[config.mk]
export PLATFORM = sky130hd
export DESIGN_NAME = router_out_arbiter
export DESIGN_NICKNAME = d
export VERILOG_FILES = /design/src/rtl/router_out_arbiter.sv
export SDC_FILE = /design/constraint.sdc
export NUM_CORES = 1
export LEC_CHECK = 0
export ABC_CLOCK_PERIOD_IN_PS = 3900
export BUFFER_PORTS_ARGS = -buffer_cell sky130_fd_sc_hd__buf_4
export CAP_MARGIN = 20
export CORE_MARGIN = 2
export CORE_UTILIZATION = 45
export DETAILED_ROUTE_END_ITERATION = 12
export GPL_TIMING_DRIVEN = 0
export SLEW_MARGIN = 20
export SYNTH_ARGS = -nofsm -noshare
export SYNTH_HDL_FRONTEND = slang
export SYNTH_SLANG_ARGS = --single-unit
[constraint.sdc]
create_clock -name clk -period 3.9 [get_ports clk]
set_input_delay 0.195 -clock clk [delete_from_list [all_inputs] [get_ports clk]]
set_output_delay 0.195 -clock clk [all_outputs]
set_load 0.01 [all_outputs]
[src/rtl/router_out_arbiter.sv]
// ----------------------------------------------------------------------------
// router_out_arbiter
//
// Three-input round-robin output arbiter for one 3D-NoC router port.
// Each routing channel (0 straight, 1 +3 hop, 2 local) feeds a small FIFO.
// Each cycle the output register can take a packet, and one packet is granted
// in fair rotation. The granted packet goes into a registered output stage.
//
// Ports:
//   clk        single clock, rising edge
//   reset      asynchronous active-high reset
//   in_valid   [3]        per-input valid
//   in_data    [3*WIDTH]  per-input packet, slice i = [i*WIDTH +: WIDTH]
//   in_ready   [3]        per-input ready (FIFO not full)
//   out_valid             output register holds a packet
//   out_data   [WIDTH]    registered packet
//   out_src    [2]        input index of out_data, 2'd3 when idle
//   out_ready             downstream accepts the packet
//   pkt_count  [CNT_W]    packets delivered downstream (wraps)
// ----------------------------------------------------------------------------
module router_out_arbiter #(
    parameter int WIDTH = 11,
    parameter int DEPTH = 4,
    parameter int CNT_W = 16
) (
    input  logic               clk,
    input  logic               reset,
    input  logic [2:0]         in_valid,
    input  logic [3*WIDTH-1:0] in_data,
    output logic [2:0]         in_ready,
    output logic               out_valid,
    output logic [WIDTH-1:0]   out_data,
    output logic [1:0]         out_src,
    input  logic               out_ready,
    output logic [CNT_W-1:0]   pkt_count
);

    localparam int AW = $clog2(DEPTH);
    localparam int CW = AW + 1;

    logic [WIDTH-1:0] mem_r [3][DEPTH];
    logic [AW-1:0]    wr_ptr_r [3];
    logic [AW-1:0]    rd_ptr_r [3];
    logic [CW-1:0]    cnt_r [3];
    logic [1:0]       ptr_r;
    logic             out_valid_r;
    logic [WIDTH-1:0] out_data_r;
    logic [1:0]       out_src_r;
    logic [CNT_W-1:0] pkt_count_r;

    logic [2:0]       ready_s;
    logic [2:0]       push_s;
    logic [2:0]       pop_s;
    logic [2:0]       nonempty_s;
    logic             load_s;
    logic             grant_valid_s;
    logic [1:0]       grant_s;
    logic [1:0]       cand_s;
    logic [WIDTH-1:0] grant_data_s;

    // (base + off) mod 3 for base, off in 0..2
    function automatic logic [1:0] rot_idx(input logic [1:0] base, input logic [1:0] off);
        logic [2:0] sum;
        sum = {1'b0, base} + {1'b0, off};
        if (sum >= 3'd3) begin
            sum = sum - 3'd3;
        end else begin
            sum = sum;
        end
        return sum[1:0];
    endfunction

    // FIFO status flags and handshakes; ready comes from registered count only
    always_comb begin
        ready_s    = 3'b000;
        push_s     = 3'b000;
        nonempty_s = 3'b000;
        for (int i = 0; i < 3; i++) begin
            ready_s[i]    = (cnt_r[i] != CW'(DEPTH));
            push_s[i]     = in_valid[i] && ready_s[i];
            nonempty_s[i] = (cnt_r[i] != CW'(0));
        end
    end

    assign load_s = !out_valid_r || out_ready;

    // Round-robin search: first non-empty FIFO starting at ptr_r
    always_comb begin
        grant_valid_s = 1'b0;
        grant_s       = 2'd0;
        cand_s        = 2'd0;
        for (int k = 0; k < 3; k++) begin
            cand_s = rot_idx(ptr_r, 2'(k));
            if (!grant_valid_s && nonempty_s[cand_s]) begin
                grant_valid_s = 1'b1;
                grant_s       = cand_s;
            end else begin
                grant_valid_s = grant_valid_s;
            end
        end
    end

    // Head-of-FIFO data of the granted input and per-FIFO pop strobes
    always_comb begin
        grant_data_s = mem_r[grant_s][rd_ptr_r[grant_s]];
        pop_s        = 3'b000;
        for (int i = 0; i < 3; i++) begin
            pop_s[i] = load_s && grant_valid_s && (grant_s == 2'(i));
        end
    end

    // FIFO storage; contents need no reset since counts gate every read
    always_ff @(posedge clk) begin
        for (int i = 0; i < 3; i++) begin
            if (push_s[i]) begin
                mem_r[i][wr_ptr_r[i]] <= in_data[i*WIDTH +: WIDTH];
            end
        end
    end

    // FIFO pointers and occupancy counts
    always_ff @(posedge clk or posedge reset) begin
        if (reset) begin
            for (int i = 0; i < 3; i++) begin
                wr_ptr_r[i] <= AW'(0);
                rd_ptr_r[i] <= AW'(0);
                cnt_r[i]    <= CW'(0);
            end
        end else begin
            for (int i = 0; i < 3; i++) begin
                if (push_s[i]) begin
                    wr_ptr_r[i] <= wr_ptr_r[i] + AW'(1);
                end
                if (pop_s[i]) begin
                    rd_ptr_r[i] <= rd_ptr_r[i] + AW'(1);
                end
                case ({push_s[i], pop_s[i]})
                    2'b10:   cnt_r[i] <= cnt_r[i] + CW'(1);
                    2'b01:   cnt_r[i] <= cnt_r[i] - CW'(1);
                    default: cnt_r[i] <= cnt_r[i];
                endcase
            end
        end
    end

    // Output register and rotation pointer
    always_ff @(posedge clk or posedge reset) begin
        if (reset) begin
            out_valid_r <= 1'b0;
            out_data_r  <= WIDTH'(0);
            out_src_r   <= 2'd3;
            ptr_r       <= 2'd0;
        end else if (load_s) begin
            if (grant_valid_s) begin
                out_valid_r <= 1'b1;
                out_data_r  <= grant_data_s;
                out_src_r   <= grant_s;
                ptr_r       <= rot_idx(grant_s, 2'd1);
            end else begin
                out_valid_r <= 1'b0;
                out_src_r   <= 2'd3;
            end
        end
    end

    // Delivered-packet counter, wraps naturally
    always_ff @(posedge clk or posedge reset) begin
        if (reset) begin
            pkt_count_r <= CNT_W'(0);
        end else if (out_valid_r && out_ready) begin
            pkt_count_r <= pkt_count_r + CNT_W'(1);
        end
    end

    assign in_ready  = ready_s;
    assign out_valid = out_valid_r;
    assign out_data  = out_data_r;
    assign out_src   = out_src_r;
    assign pkt_count = pkt_count_r;

endmodule

==> impl_metrics.prom, run 1 <==
# TYPE chip_impl_metric gauge
chip_impl_info{name="cts_tree",value="built"} 1
chip_impl_metric{name="report.final.slew_viol_count",unit=""} 0
chip_impl_metric{name="nNetsFinal",unit=""} 696
chip_impl_metric{name="pre_cts_slack",unit="ps"} -37.0
chip_impl_metric{name="die_boundary_height",unit="um"} 134
chip_impl_metric{name="powerDensity",unit="nW/um^2"} 888
chip_impl_metric{name="critical_path.max_fanout",unit=""} 10
chip_impl_metric{name="htree_num_levels",unit=""} 4
chip_impl_metric{name="initial_antenna_violation_count",unit=""} 0
chip_impl_metric{name="ys_types",unit=""} 46
chip_impl_metric{name="final-instance-count-excl-fill",unit=""} 867
chip_impl_metric{name="worst_ep_arrival_time",unit="ps"} 4050
chip_impl_metric{name="count_of_flip_flops_with_a_built_in_enable_after_synthesis",unit=""} 132
chip_impl_metric{name="drv_cap",unit=""} 0
chip_impl_metric{name="i_o_pins",unit=""} 72
chip_impl_info{name="status",value="finished clean"} 1
chip_impl_metric{name="postRouteWirelength",unit="um"} 18000
chip_impl_metric{name="tightest_slew",unit="ps"} 702
chip_impl_metric{name="grt.overflow.total",unit=""} 0
chip_impl_metric{name="detailedRoute.firstPassIterationCount",unit=""} 4
chip_impl_metric{name="grtUsageTotal",unit="%"} 20.7
chip_impl_info{name="startpoint_type",value="flop"} 1
chip_impl_info{name="timing.hold.worst.class",value="input pin to flop"} 1
chip_impl_metric{name="syn-num-nets",unit=""} 572
chip_impl_metric{name="antenna-diode-count",unit=""} 0
chip_impl_metric{name="drc_errors",unit=""} 0
chip_impl_metric{name="floorplan.initialDensity",unit="%"} 46.1
chip_impl_metric{name="power.switching_fraction",unit="%"} 39.8
chip_impl_metric{name="post-dp-hpwl",unit="um"} 12400
chip_impl_metric{name="n_fill_cell",unit=""} 1354
chip_impl_metric{name="dpl-instance-area",unit="um^2"} 8450
chip_impl_metric{name="max_clock_freq",unit="GHz"} 0.271
chip_impl_metric{name="cp.required",unit="ps"} 4260
chip_impl_metric{name="post_route_cells_drive_above_1_share",unit="%"} 21.0
chip_impl_metric{name="clock_insertion_delay_worst_skew",unit="ps"} 440
chip_impl_metric{name="setup_viol",unit=""} 0
chip_impl_metric{name="clock_skew",unit="ps"} 19.0
chip_impl_metric{name="synthesis_warning_total",unit=""} 0
chip_impl_metric{name="fin_crit_sh",unit="%"} 94.8
chip_impl_metric{name="count_of_input_and_output_buffers",unit=""} 71
chip_impl_metric{name="via_count",unit=""} 4792
chip_impl_metric{name="route.antenna.remaining_nets",unit=""} 0
chip_impl_metric{name="max-clock-path-buffers",unit=""} 2
chip_impl_metric{name="power_report.internal_total",unit="mW"} 5.01
chip_impl_info{name="synth.area.top_cells",value="sky130_fd_sc_hd__edfxtp_1 52%, sky130_fd_sc_hd__dfrtp_1 17%, sky130_fd_sc_hd__a22o_1 3.8%"} 1
chip_impl_metric{name="power_frac_clock",unit="%"} 19.7
chip_impl_metric{name="min_period",unit="ps"} 3700
chip_impl_metric{name="slew_headroom",unit="%"} 53.2
chip_impl_metric{name="setup_total_negative_slack",unit="ps"} 0
chip_impl_metric{name="number_of_global_route_vias_before_repair",unit=""} 4742
chip_impl_metric{name="regToRegSetupSlack",unit="ps"} 200
chip_impl_metric{name="fp.dieArea",unit="um^2"} 18000
chip_impl_metric{name="placementRows",unit=""} 47
chip_impl_metric{name="synthDominantCellAreaShare",unit="%"} 51.9
chip_impl_metric{name="finalInstanceArea",unit="um^2"} 9370
chip_impl_metric{name="place.detailed.instances",unit=""} 802
chip_impl_metric{name="die-width",unit="um"} 134
chip_impl_info{name="cts-root-buf",value="sky130_fd_sc_hd__clkbuf_16"} 1
chip_impl_metric{name="wl_per_cell",unit="um"} 20.7
chip_impl_metric{name="synth.avg_cell_area",unit="um^2"} 14.9
chip_impl_metric{name="final_critical_path_setup_slack",unit="ps"} 205
chip_impl_metric{name="global_route_wire_length_before_repair",unit="um"} 27300
chip_impl_info{name="synthDominantAreaCellType",value="sky130_fd_sc_hd__edfxtp_1"} 1
chip_impl_metric{name="flow.area_growth_from_synthesis",unit="%"} 22.7
chip_impl_metric{name="replace_congestion",unit=""} 0.829
chip_impl_metric{name="ys_seq_area_share",unit="%"} 69.3
chip_impl_info{name="endpoint_class_of_the_critical_path",value="flop"} 1
chip_impl_info{name="ys_dominant_reg_cell",value="sky130_fd_sc_hd__edfxtp_1"} 1
chip_impl_metric{name="switching_power",unit="mW"} 3.31
chip_impl_metric{name="yosys_register_bits",unit=""} 185
chip_impl_metric{name="grt_max_degree",unit=""} 54
chip_impl_metric{name="tritoncts.num_buffers",unit=""} 17
chip_impl_metric{name="cts.sink_count",unit=""} 185
chip_impl_metric{name="comb_power_share",unit="%"} 45.0
chip_impl_metric{name="postSynthCellCount",unit=""} 511
chip_impl_metric{name="clk_pin_slew_worst_paths",unit="ps"} 70
chip_impl_metric{name="finalHoldViolCount",unit=""} 0
chip_impl_metric{name="power.sequential.fraction",unit="%"} 35.3
chip_impl_metric{name="vdd_drop_max",unit="uV"} 527
chip_impl_metric{name="detail_route.iter0.violations",unit=""} 510
chip_impl_metric{name="leakage",unit="nW"} 3.64
chip_impl_metric{name="async_reset_ff_share",unit="%"} 28.6
chip_impl_metric{name="floorplan.core_area",unit="um^2"} 16600
chip_impl_metric{name="vias_per_cell",unit=""} 5.53
chip_impl_metric{name="syn-cell-area",unit="um^2"} 7640
chip_impl_info{name="setup_cp_type",value="flop to flop"} 1
-- worst max-delay path, cell delays in order (launching register included) --
cell and delay [ps]:
sky130_fd_sc_hd__dfrtp_1 410, sky130_fd_sc_hd__ha_2 420, sky130_fd_sc_hd__nor4b_4 250, sky130_fd_sc_hd__o221a_2 260, sky130_fd_sc_hd__and2_4 180, sky130_fd_sc_hd__buf_6 160
sky130_fd_sc_hd__buf_2 250, sky130_fd_sc_hd__buf_4 240, sky130_fd_sc_hd__ha_1 160, sky130_fd_sc_hd__and2_1 220, sky130_fd_sc_hd__ha_1 220, sky130_fd_sc_hd__inv_1 70
sky130_fd_sc_hd__fa_1 380, sky130_fd_sc_hd__xor2_1 150, sky130_fd_sc_hd__nor2_1 110, sky130_fd_sc_hd__xor2_1 150
-- synthesized netlist by cell type (6+ instances only) --
master and count:
sky130_fd_sc_hd__buf_6 7, sky130_fd_sc_hd__ha_1 19, sky130_fd_sc_hd__xor2_1 10, sky130_fd_sc_hd__xnor2_1 23, sky130_fd_sc_hd__a211oi_1 33, sky130_fd_sc_hd__nand2_1 25
sky130_fd_sc_hd__a21oi_1 15, sky130_fd_sc_hd__nand3_1 15, sky130_fd_sc_hd__edfxtp_1 132, sky130_fd_sc_hd__and3_1 14, sky130_fd_sc_hd__and2_1 6, sky130_fd_sc_hd__a31oi_1 12
sky130_fd_sc_hd__inv_1 27, sky130_fd_sc_hd__a22oi_1 11, sky130_fd_sc_hd__nor2_1 12, sky130_fd_sc_hd__buf_2 11, sky130_fd_sc_hd__o21ai_0 6, sky130_fd_sc_hd__a221o_1 11
sky130_fd_sc_hd__dfrtp_1 51, sky130_fd_sc_hd__a22o_1 33
-- power by group through the flow --
| stage | Sequential [mW] | Combinational (mW) | Clock [mW] |
|---|---|---|---|
| finish | 2.94 | 3.75 | 1.64 |
| global route | 2.99 | 4.05 | 1.73 |
| CTS | 2.93 | 3.71 | 1.66 |
| detailed placement | 2.96 | 3.68 | 0 |
| global placement | 2.94 | 3.61 | 0 |
| floorplan | 2.95 | 2.43 | 0 |
-- registers in the layout, summed over array words and instances, names as in the netlist --
signal     count
ptr_r          2
rd_ptr_r       6
out_src        2
out_data      11
out_valid      1
mem_r        132
pkt_count     16
wr_ptr_r       6
cnt_r          9
-- per-layer routing --
metal	wire length, um	track usage, %	share of wire (%)
met5	0	0	0
met4	204	6.20	1.1
met3	975	3.51	5.4
met2	8210	32.3	46
met1	8570	30.1	48
-- kinds of logic (layout without fill, tap and decap cells) --
logic type | Yosys count | count (layout) | share of synthesized area [%]
mux | 4 | 4 | 0.541
simple gates | 85 | 85 | 5.52
fa+ha+maj | 24 | 24 | 4.18
xor+xnor | 33 | 33 | 3.78
flops | 185 | 185 | 69.3
buf+inv | 49 | 185 | 3.42
compound gates | 131 | 131 | 13.3
-- path summary, 6_finish.rpt --
path | end | cells after the start | from
setup / recovery | cnt_r[2] | 15 | ptr_r[1]
max in group asynchronous | wr_ptr_r[4] | 3 | reset
min in group asynchronous | out_data[4] | 3 | reset
hold reg to reg | rd_ptr_r[1] | 1 | rd_ptr_r[1]
hold / removal | pkt_count[2] | 3 | out_ready
setup reg to reg | cnt_r[2] | 15 | ptr_r[1]
-- layout make-up --
class	instances	area, um^2	share of cell area, %
flip-flops and latches	185	5290	56.5
multi-input cells	277	2100	22.4
repair buffers	105	873	9.32
clock buffers	17	425	4.54
well taps	220	275	2.94
plain buffers	22	163	1.74
clock inverters	14	136	1.46
inverters	27	104	1.11
-- stage by stage --
step	total power [mW]	util (%)	hold WS (ps)
after floorplan	5.38	-	294
after global placement	6.56	50.9	399
after CTS	8.30	56.4	58.2
after detailed placement	6.64	50.9	368
final	8.33	56.5	72.4
after global routing	8.77	56.5	87.5
-- placed cells by master, fill, tap and decap left out, types with 14 or more instances in the layout --
master and n:
sky130_fd_sc_hd__xnor2_1 23, sky130_fd_sc_hd__ha_1 18, sky130_fd_sc_hd__a22o_1 33, sky130_fd_sc_hd__nand2_1 25, sky130_fd_sc_hd__dfrtp_1 51, sky130_fd_sc_hd__dlygate4sd3_1 34, sky130_fd_sc_hd__edfxtp_1 132, sky130_fd_sc_hd__a21oi_1 15
sky130_fd_sc_hd__nand3_1 15, sky130_fd_sc_hd__and3_1 14, sky130_fd_sc_hd__inv_1 26, sky130_fd_sc_hd__clkbuf_16 17, sky130_fd_sc_hd__buf_4 75, sky130_fd_sc_hd__a211oi_1 33
-- repair_timing --
item	4_1_cts	5_1_grt
pin swaps	0	0
endpoints found under the setup margin	1	2
gates resized for setup	1	5
setup buffers	0	0
hold buffers	34	0
endpoints found under the hold margin	183	0
Power figures use the tool's default switching activity.
==> run 2: changes to the inputs <==
--- a/config.mk
+++ b/config.mk
@@ -9,7 +9,7 @@
 export BUFFER_PORTS_ARGS = -buffer_cell sky130_fd_sc_hd__buf_4
 export CAP_MARGIN = 20
 export CORE_MARGIN = 2
-export CORE_UTILIZATION = 45
+export CORE_UTILIZATION = 30
 export DETAILED_ROUTE_END_ITERATION = 12
 export GPL_TIMING_DRIVEN = 0
 export SLEW_MARGIN = 20
==> impl_metrics.prom, run 2 (same netlist as run 1, synthesis figures left out) <==
# TYPE chip_impl_metric gauge
chip_impl_info{name="status",value="finished clean"} 1
chip_impl_metric{name="place.detailed.instances",unit=""} 913
chip_impl_metric{name="cp.required",unit="ps"} 4250
chip_impl_metric{name="global_route_wire_length_before_repair",unit="um"} 27400
chip_impl_info{name="startpoint_type",value="flop"} 1
chip_impl_metric{name="cts.sink_count",unit=""} 185
chip_impl_metric{name="switching_power",unit="mW"} 3.34
chip_impl_metric{name="floorplan.core_area",unit="um^2"} 25100
chip_impl_metric{name="critical_path.max_fanout",unit=""} 10
chip_impl_info{name="rsz0062_at_grt",value="false"} 1
chip_impl_metric{name="die-width",unit="um"} 164
chip_impl_metric{name="power_report.internal_total",unit="mW"} 5.09
chip_impl_metric{name="postRouteWirelength",unit="um"} 18200
chip_impl_info{name="slowest_stage",value="sky130_fd_sc_hd__a2111o_1"} 1
chip_impl_metric{name="largest_register_ffs",unit=""} 132
chip_impl_metric{name="setup_viol",unit=""} 0
chip_impl_metric{name="drc_errors",unit=""} 0
chip_impl_metric{name="grt.overflow.total",unit=""} 0
chip_impl_metric{name="number_of_global_route_vias_before_repair",unit=""} 4603
chip_impl_metric{name="flow.area_growth_from_synthesis",unit="%"} 25.6
chip_impl_metric{name="final-instance-count-excl-fill",unit=""} 978
chip_impl_metric{name="clk_pin_slew_worst_paths",unit="ps"} 80
chip_impl_metric{name="clock_skew",unit="ps"} 12.4
chip_impl_metric{name="fp.dieArea",unit="um^2"} 26800
chip_impl_metric{name="die_boundary_height",unit="um"} 164
chip_impl_metric{name="worst_ep_arrival_time",unit="ps"} 3970
chip_impl_metric{name="vdd_drop_max",unit="uV"} 413
chip_impl_metric{name="comb_power_share",unit="%"} 44.0
chip_impl_info{name="setup_cp_type",value="flop to flop"} 1
chip_impl_metric{name="nNetsFinal",unit=""} 696
chip_impl_metric{name="tightest_slew",unit="ps"} 697
chip_impl_metric{name="clock_insertion_delay_worst_skew",unit="ps"} 440
chip_impl_metric{name="grtUsageTotal",unit="%"} 14.0
chip_impl_metric{name="post-dp-hpwl",unit="um"} 12800
chip_impl_metric{name="whs_path_depth",unit=""} 3
chip_impl_info{name="layout.cells.most_common_list",value="132 x sky130_fd_sc_hd__edfxtp_1, 75 x sky130_fd_sc_hd__buf_4, 51 x sky130_fd_sc_hd__dfrtp_1, 34 x sky130_fd_sc_hd__dlygate4sd3_1"} 1
chip_impl_metric{name="via_count",unit=""} 4704
chip_impl_info{name="critPathMostFrequentCell",value="sky130_fd_sc_hd__inv_1"} 1
chip_impl_metric{name="postCtsSetupBuffers",unit=""} 0
chip_impl_metric{name="detailedRoute.firstPassIterationCount",unit=""} 5
chip_impl_info{name="grt_most_used_layer",value="met2"} 1
chip_impl_metric{name="ff_latch_area",unit="um^2"} 5290
chip_impl_metric{name="grt_max_degree",unit=""} 53
chip_impl_metric{name="cp.buffers_inverters",unit=""} 6
chip_impl_metric{name="placementRows",unit=""} 58
chip_impl_metric{name="detail_route.iter0.violations",unit=""} 322
chip_impl_metric{name="fin_crit_sh",unit="%"} 92.6
chip_impl_metric{name="report.final.slew_viol_count",unit=""} 0
chip_impl_metric{name="slew_headroom",unit="%"} 53.5
chip_impl_metric{name="wl_per_cell",unit="um"} 18.6
chip_impl_metric{name="drv_cap",unit=""} 0
chip_impl_metric{name="powerDensity",unit="nW/um^2"} 879
chip_impl_metric{name="post_route_cells_drive_above_1_share",unit="%"} 21.0
chip_impl_info{name="timing.hold.worst.class",value="input pin to flop"} 1
chip_impl_metric{name="floorplan.initialDensity",unit="%"} 30.4
chip_impl_metric{name="finalHoldViolCount",unit=""} 0
chip_impl_metric{name="leakage",unit="nW"} 3.68
chip_impl_metric{name="power.switching_fraction",unit="%"} 39.6
chip_impl_info{name="critical-path-top-delay-family",value="adder cells"} 1
chip_impl_metric{name="route.antenna.remaining_nets",unit=""} 0
chip_impl_metric{name="max_clock_freq",unit="GHz"} 0.277
chip_impl_metric{name="replace_congestion",unit=""} 0.773
chip_impl_metric{name="grt_use_met3",unit="%"} 2.29
chip_impl_metric{name="max-clock-path-buffers",unit=""} 2
chip_impl_metric{name="timing.reg2reg.worst_path_depth",unit=""} 16
chip_impl_metric{name="regToRegSetupSlack",unit="ps"} 290
chip_impl_info{name="layout_commonest_cell",value="sky130_fd_sc_hd__edfxtp_1"} 1
chip_impl_metric{name="critical-path-max-stage-delay",unit="ps"} 440
chip_impl_metric{name="worst-path-stages",unit=""} 16
chip_impl_info{name="cts_tree",value="built"} 1
chip_impl_metric{name="i_o_pins",unit=""} 72
chip_impl_info{name="cts-root-buf",value="sky130_fd_sc_hd__clkbuf_16"} 1
chip_impl_metric{name="count_of_input_and_output_buffers",unit=""} 71
chip_impl_metric{name="setup_total_negative_slack",unit="ps"} 0
chip_impl_metric{name="antenna-diode-count",unit=""} 0
chip_impl_metric{name="min_period",unit="ps"} 3610
chip_impl_metric{name="initial_antenna_violation_count",unit=""} 0
chip_impl_info{name="endpoint_class_of_the_critical_path",value="flop"} 1
chip_impl_metric{name="tritoncts.num_buffers",unit=""} 17
chip_impl_metric{name="met2_usage",unit="%"} 21.5
chip_impl_metric{name="vias_per_cell",unit=""} 4.81
chip_impl_info{name="cp_cell_sequence",value="inv_1, ha_1, a2111o_1, a21oi_1, o21a_1, buf_6, buf_4, buf_4, inv_1, nor2_4, ha_1, inv_1, fa_1, xor2_1, nor2_1, xor2_1"} 1
chip_impl_metric{name="htree_num_levels",unit=""} 4
chip_impl_metric{name="n_fill_cell",unit=""} 2399
chip_impl_metric{name="multiInputGateArea",unit="um^2"} 2100
chip_impl_metric{name="power_frac_clock",unit="%"} 21.1
chip_impl_metric{name="power.sequential.fraction",unit="%"} 34.8
chip_impl_metric{name="globalRouteMet1Util",unit="%"} 20.3
[run 2: per-stage QoR]
| stage | cell area [um^2] | setup slack, ps | utilization (%) | power (mW) | hold slack (ps) |
|---|---|---|---|---|---|
| 2_1_floorplan | 7640 | 687 | - | 5.38 | 294 |
| 3_3_place_gp | 8580 | 47.4 | 34.2 | 6.58 | 398 |
| 3_5_place_dp | 8610 | 25.5 | 34.3 | 6.66 | 65.9 |
| 4_1_cts | 9580 | 106 | 38.2 | 8.46 | 35.6 |
| 5_1_grt | 9590 | 35.7 | 38.2 | 8.90 | 77.0 |
| 6_report | 9590 | 289 | 38.2 | 8.43 | 50.9 |
[run 2: path summary, 6_finish.rpt]
check                               endpoint   startpoint
worst max-delay path                cnt_r[5]     ptr_r[0]
worst min-delay path            pkt_count[2]    out_ready
worst max register to register      cnt_r[5]     ptr_r[0]
worst min register to register   rd_ptr_r[1]  rd_ptr_r[1]
max in group asynchronous         out_src[0]        reset
min in group asynchronous       pkt_count[0]        reset
[run 2: layer usage]
layer	up-vias	part of all wire, %	wire length [um]
li1	2203	-	-
met1	2358	48	8690
met2	130	46	8400
met3	13	5.3	964
met4	0	0.96	175
met5	-	0	0
[run 2: layout make-up]
class	instances	share of cell area, %
Sequential cell	185	55.2
Multi-Input combinational cell	277	21.9
Timing Repair Buffer	106	9.39
Clock buffer	18	4.47
Tap cell	330	4.30
Clock inverter	14	2.07
Buffer	21	1.64
Inverter	27	1.08
[run 2: worst reg2reg max path, cell delays in order, from the launching register on]
cell	delay, ps
sky130_fd_sc_hd__dfrtp_1	360
sky130_fd_sc_hd__inv_1	60
sky130_fd_sc_hd__ha_1	380
sky130_fd_sc_hd__a2111o_1	440
sky130_fd_sc_hd__a21oi_1	210
sky130_fd_sc_hd__o21a_1	170
sky130_fd_sc_hd__buf_6	130
sky130_fd_sc_hd__buf_4	190
sky130_fd_sc_hd__buf_4	230
sky130_fd_sc_hd__inv_1	130
sky130_fd_sc_hd__nor2_4	190
sky130_fd_sc_hd__ha_1	210
sky130_fd_sc_hd__inv_1	60
sky130_fd_sc_hd__fa_1	370
sky130_fd_sc_hd__xor2_1	150
sky130_fd_sc_hd__nor2_1	110
sky130_fd_sc_hd__xor2_1	150
[run 2: power groups by stage]
stage / registers [mW] / clock network [mW] / logic (mW)
floorplan: 2.95 / 0 / 2.43
global placement: 2.97 / 0 / 3.61
detailed placement: 2.98 / 0 / 3.68
CTS: 2.94 / 1.80 / 3.72
global route: 2.99 / 1.88 / 4.02
finish: 2.93 / 1.78 / 3.71
[run 2: timing repair]
action / 4_1_cts / 5_1_grt
endpoints found under the setup margin: 1 / 2
gates resized for setup: 1 / 3
hold buffers: 34 / 0
hold endpoints to repair: 183 / 0
pin swaps: 0 / 0
==> run 3: changes to the inputs <==
--- a/config.mk
+++ b/config.mk
@@ -11,7 +11,6 @@
 export CORE_MARGIN = 2
 export CORE_UTILIZATION = 30
 export DETAILED_ROUTE_END_ITERATION = 12
-export GPL_TIMING_DRIVEN = 0
 export SLEW_MARGIN = 20
 export SYNTH_ARGS = -nofsm -noshare
 export SYNTH_HDL_FRONTEND = slang
==> impl_metrics.prom, run 3 (same netlist as run 1, synthesis figures left out) <==
# TYPE chip_impl_metric gauge
chip_impl_metric{name="clock_skew",unit="ps"} 15.0
chip_impl_metric{name="clock_insertion_delay_worst_skew",unit="ps"} 440
chip_impl_info{name="setup_cp_type",value="flop to flop"} 1
chip_impl_metric{name="postCtsSetupBuffers",unit=""} 0
chip_impl_info{name="top_layer_used",value="met4"} 1
chip_impl_info{name="cts_tree",value="built"} 1
chip_impl_metric{name="setup_total_negative_slack",unit="ps"} 0
chip_impl_metric{name="met2_length",unit="um"} 8560
chip_impl_info{name="hold_path_startpoint",value="out_ready"} 1
chip_impl_metric{name="comb_power_share",unit="%"} 40.7
chip_impl_metric{name="fin_crit_sh",unit="%"} 87.8
chip_impl_metric{name="drv_cap",unit=""} 0
chip_impl_metric{name="powerDensity",unit="nW/um^2"} 848
chip_impl_metric{name="detailedRoute.firstPassIterationCount",unit=""} 4
chip_impl_info{name="crit-reg2reg-launch",value="ptr_r[0]"} 1
chip_impl_info{name="layout_commonest_cell",value="sky130_fd_sc_hd__edfxtp_1"} 1
chip_impl_metric{name="hold_slack",unit="ps"} 61.5
chip_impl_metric{name="setup_viol",unit=""} 0
chip_impl_metric{name="postRouteWirelength",unit="um"} 17500
chip_impl_metric{name="antenna-diode-count",unit=""} 0
chip_impl_metric{name="fp.dieArea",unit="um^2"} 26800
chip_impl_metric{name="wl_per_cell",unit="um"} 18.2
chip_impl_metric{name="cp.required",unit="ps"} 4250
chip_impl_info{name="startpoint_type",value="flop"} 1
chip_impl_metric{name="wl_met1",unit="um"} 7840
chip_impl_info{name="worst_r2r_endpoint",value="cnt_r[2]"} 1
chip_impl_metric{name="floorplan.initialDensity",unit="%"} 30.4
chip_impl_info{name="status",value="finished clean"} 1
chip_impl_metric{name="max_clock_freq",unit="GHz"} 0.292
chip_impl_info{name="cts-root-buf",value="sky130_fd_sc_hd__clkbuf_16"} 1
chip_impl_metric{name="post_route_cells_drive_above_1_share",unit="%"} 19.0
chip_impl_metric{name="flow.area_growth_from_synthesis",unit="%"} 23.7
chip_impl_info{name="layout.cells.most_common_list",value="132 x sky130_fd_sc_hd__edfxtp_1, 76 x sky130_fd_sc_hd__buf_4, 51 x sky130_fd_sc_hd__dfrtp_1, 34 x sky130_fd_sc_hd__dlygate4sd3_1"} 1
chip_impl_metric{name="vdd_drop_max",unit="uV"} 480
chip_impl_metric{name="detail_route.iter0.violations",unit=""} 471
chip_impl_metric{name="grt.overflow.total",unit=""} 0
chip_impl_metric{name="power.switching_fraction",unit="%"} 39.2
chip_impl_metric{name="number_of_global_route_vias_before_repair",unit=""} 4782
chip_impl_metric{name="place.detailed.instances",unit=""} 895
chip_impl_metric{name="i_o_pins",unit=""} 72
chip_impl_metric{name="htree_num_levels",unit=""} 4
chip_impl_metric{name="die-width",unit="um"} 164
chip_impl_metric{name="cts_repair_resize_count",unit=""} 0
chip_impl_metric{name="p_total",unit="mW"} 8.01
chip_impl_metric{name="grt_max_degree",unit=""} 54
chip_impl_metric{name="routed-wl-met3",unit="um"} 938
chip_impl_metric{name="initial_antenna_violation_count",unit=""} 0
chip_impl_metric{name="whs_path_depth",unit=""} 3
chip_impl_metric{name="regToRegSetupSlack",unit="ps"} 480
chip_impl_metric{name="cts.sink_count",unit=""} 185
chip_impl_metric{name="finalHoldViolCount",unit=""} 0
chip_impl_info{name="timing.hold.worst.class",value="input pin to flop"} 1
chip_impl_metric{name="min_period",unit="ps"} 3420
chip_impl_metric{name="count_of_input_and_output_buffers",unit=""} 71
chip_impl_metric{name="leakage",unit="nW"} 3.59
chip_impl_metric{name="timing.reg2reg.worst_path_depth",unit=""} 13
chip_impl_metric{name="power_frac_clock",unit="%"} 22.5
chip_impl_metric{name="route.antenna.remaining_nets",unit=""} 0
chip_impl_metric{name="post-dp-hpwl",unit="um"} 12200
chip_impl_metric{name="utilization",unit="%"} 37.6
chip_impl_metric{name="via_count",unit=""} 4642
chip_impl_metric{name="global_route_wire_length_before_repair",unit="um"} 26500
chip_impl_metric{name="critical_path.max_fanout",unit=""} 48
chip_impl_metric{name="floorplan.core_area",unit="um^2"} 25100
chip_impl_metric{name="clk_pin_slew_worst_paths",unit="ps"} 80
chip_impl_metric{name="largest_register_ffs",unit=""} 132
chip_impl_metric{name="power_report.internal_total",unit="mW"} 4.87
chip_impl_metric{name="drc_errors",unit=""} 0
chip_impl_metric{name="replace_congestion",unit=""} 0.733
chip_impl_info{name="worst_hold_path.endpoint",value="pkt_count[2]"} 1
chip_impl_metric{name="final-instance-count-excl-fill",unit=""} 962
chip_impl_metric{name="worst_ep_arrival_time",unit="ps"} 3770
chip_impl_metric{name="max-clock-path-buffers",unit=""} 2
chip_impl_metric{name="grtUsageTotal",unit="%"} 13.4
chip_impl_metric{name="die_boundary_height",unit="um"} 164
chip_impl_metric{name="placementRows",unit=""} 58
chip_impl_metric{name="slew_headroom",unit="%"} 51.4
chip_impl_metric{name="power.sequential.fraction",unit="%"} 36.7
chip_impl_metric{name="tritoncts.num_buffers",unit=""} 17
chip_impl_metric{name="vias_per_cell",unit=""} 4.83
chip_impl_metric{name="switching_power",unit="mW"} 3.14
chip_impl_info{name="endpoint_class_of_the_critical_path",value="flop"} 1
chip_impl_metric{name="report.final.slew_viol_count",unit=""} 0
chip_impl_metric{name="cts_hold_buf",unit=""} 34
chip_impl_info{name="rsz0062_at_grt",value="false"} 1
chip_impl_metric{name="nNetsFinal",unit=""} 680
chip_impl_metric{name="tightest_slew",unit="ps"} 729
## run 3: final cells by class
| type | count | area [um^2] |
|---|---|---|
| repair buffers | 111 | 916 |
| flip-flops and latches | 185 | 5290 |
| clock inverters | 15 | 219 |
| clock buffers | 17 | 425 |
| fillers | 2385 | 15700 |
| multi-input cells | 277 | 2080 |
| inverters | 27 | 101 |
| well taps | 330 | 413 |
## run 3: worst max path at each step
stage,start,cells after the start,end
final,ptr_r[0],13,cnt_r[2]
after global routing,ptr_r[0],13,cnt_r[2]
after CTS,ptr_r[0],13,cnt_r[2]
after detailed placement,ptr_r[0],9,out_data[7]
after global placement,ptr_r[0],9,out_data[3]
after floorplan,ptr_r[1],15,cnt_r[2]
## run 3: power by group through the flow
stage / logic (mW) / registers [mW] / clock network, mW
finish: 3.27 / 2.94 / 1.80
global route: 3.60 / 2.99 / 1.92
CTS: 3.28 / 2.95 / 1.83
detailed placement: 3.23 / 2.98 / 0
global placement: 3.08 / 2.96 / 0
floorplan: 2.43 / 2.95 / 0
## run 3: metal layers
layer	vias up	GRT usage (%)
met1	2337	17.5
met4	0	4.47
met2	116	21.7
li1	2173	-
met5	-	0
met3	16	3.63
## run 3: worst max-delay path, stage by stage (launching register included)
cell and delay, ps:
sky130_fd_sc_hd__dfrtp_1 350, sky130_fd_sc_hd__inv_1 60, sky130_fd_sc_hd__ha_1 390, sky130_fd_sc_hd__nor4b_1 250, sky130_fd_sc_hd__o221a_2 250, sky130_fd_sc_hd__and2_4 480
sky130_fd_sc_hd__ha_1 220, sky130_fd_sc_hd__and2_1 190, sky130_fd_sc_hd__ha_1 210, sky130_fd_sc_hd__inv_1 60, sky130_fd_sc_hd__fa_1 380, sky130_fd_sc_hd__xor2_1 160
sky130_fd_sc_hd__nor2_1 130, sky130_fd_sc_hd__xor2_1 190
## run 3: through the flow
stage | worst slack, ps | cell area (um^2)
finish | 475 | 9450
global route | 228 | 9450
CTS | 432 | 9450
detailed placement | 475 | 8460
global placement | 579 | 8460
floorplan | 687 | 7640
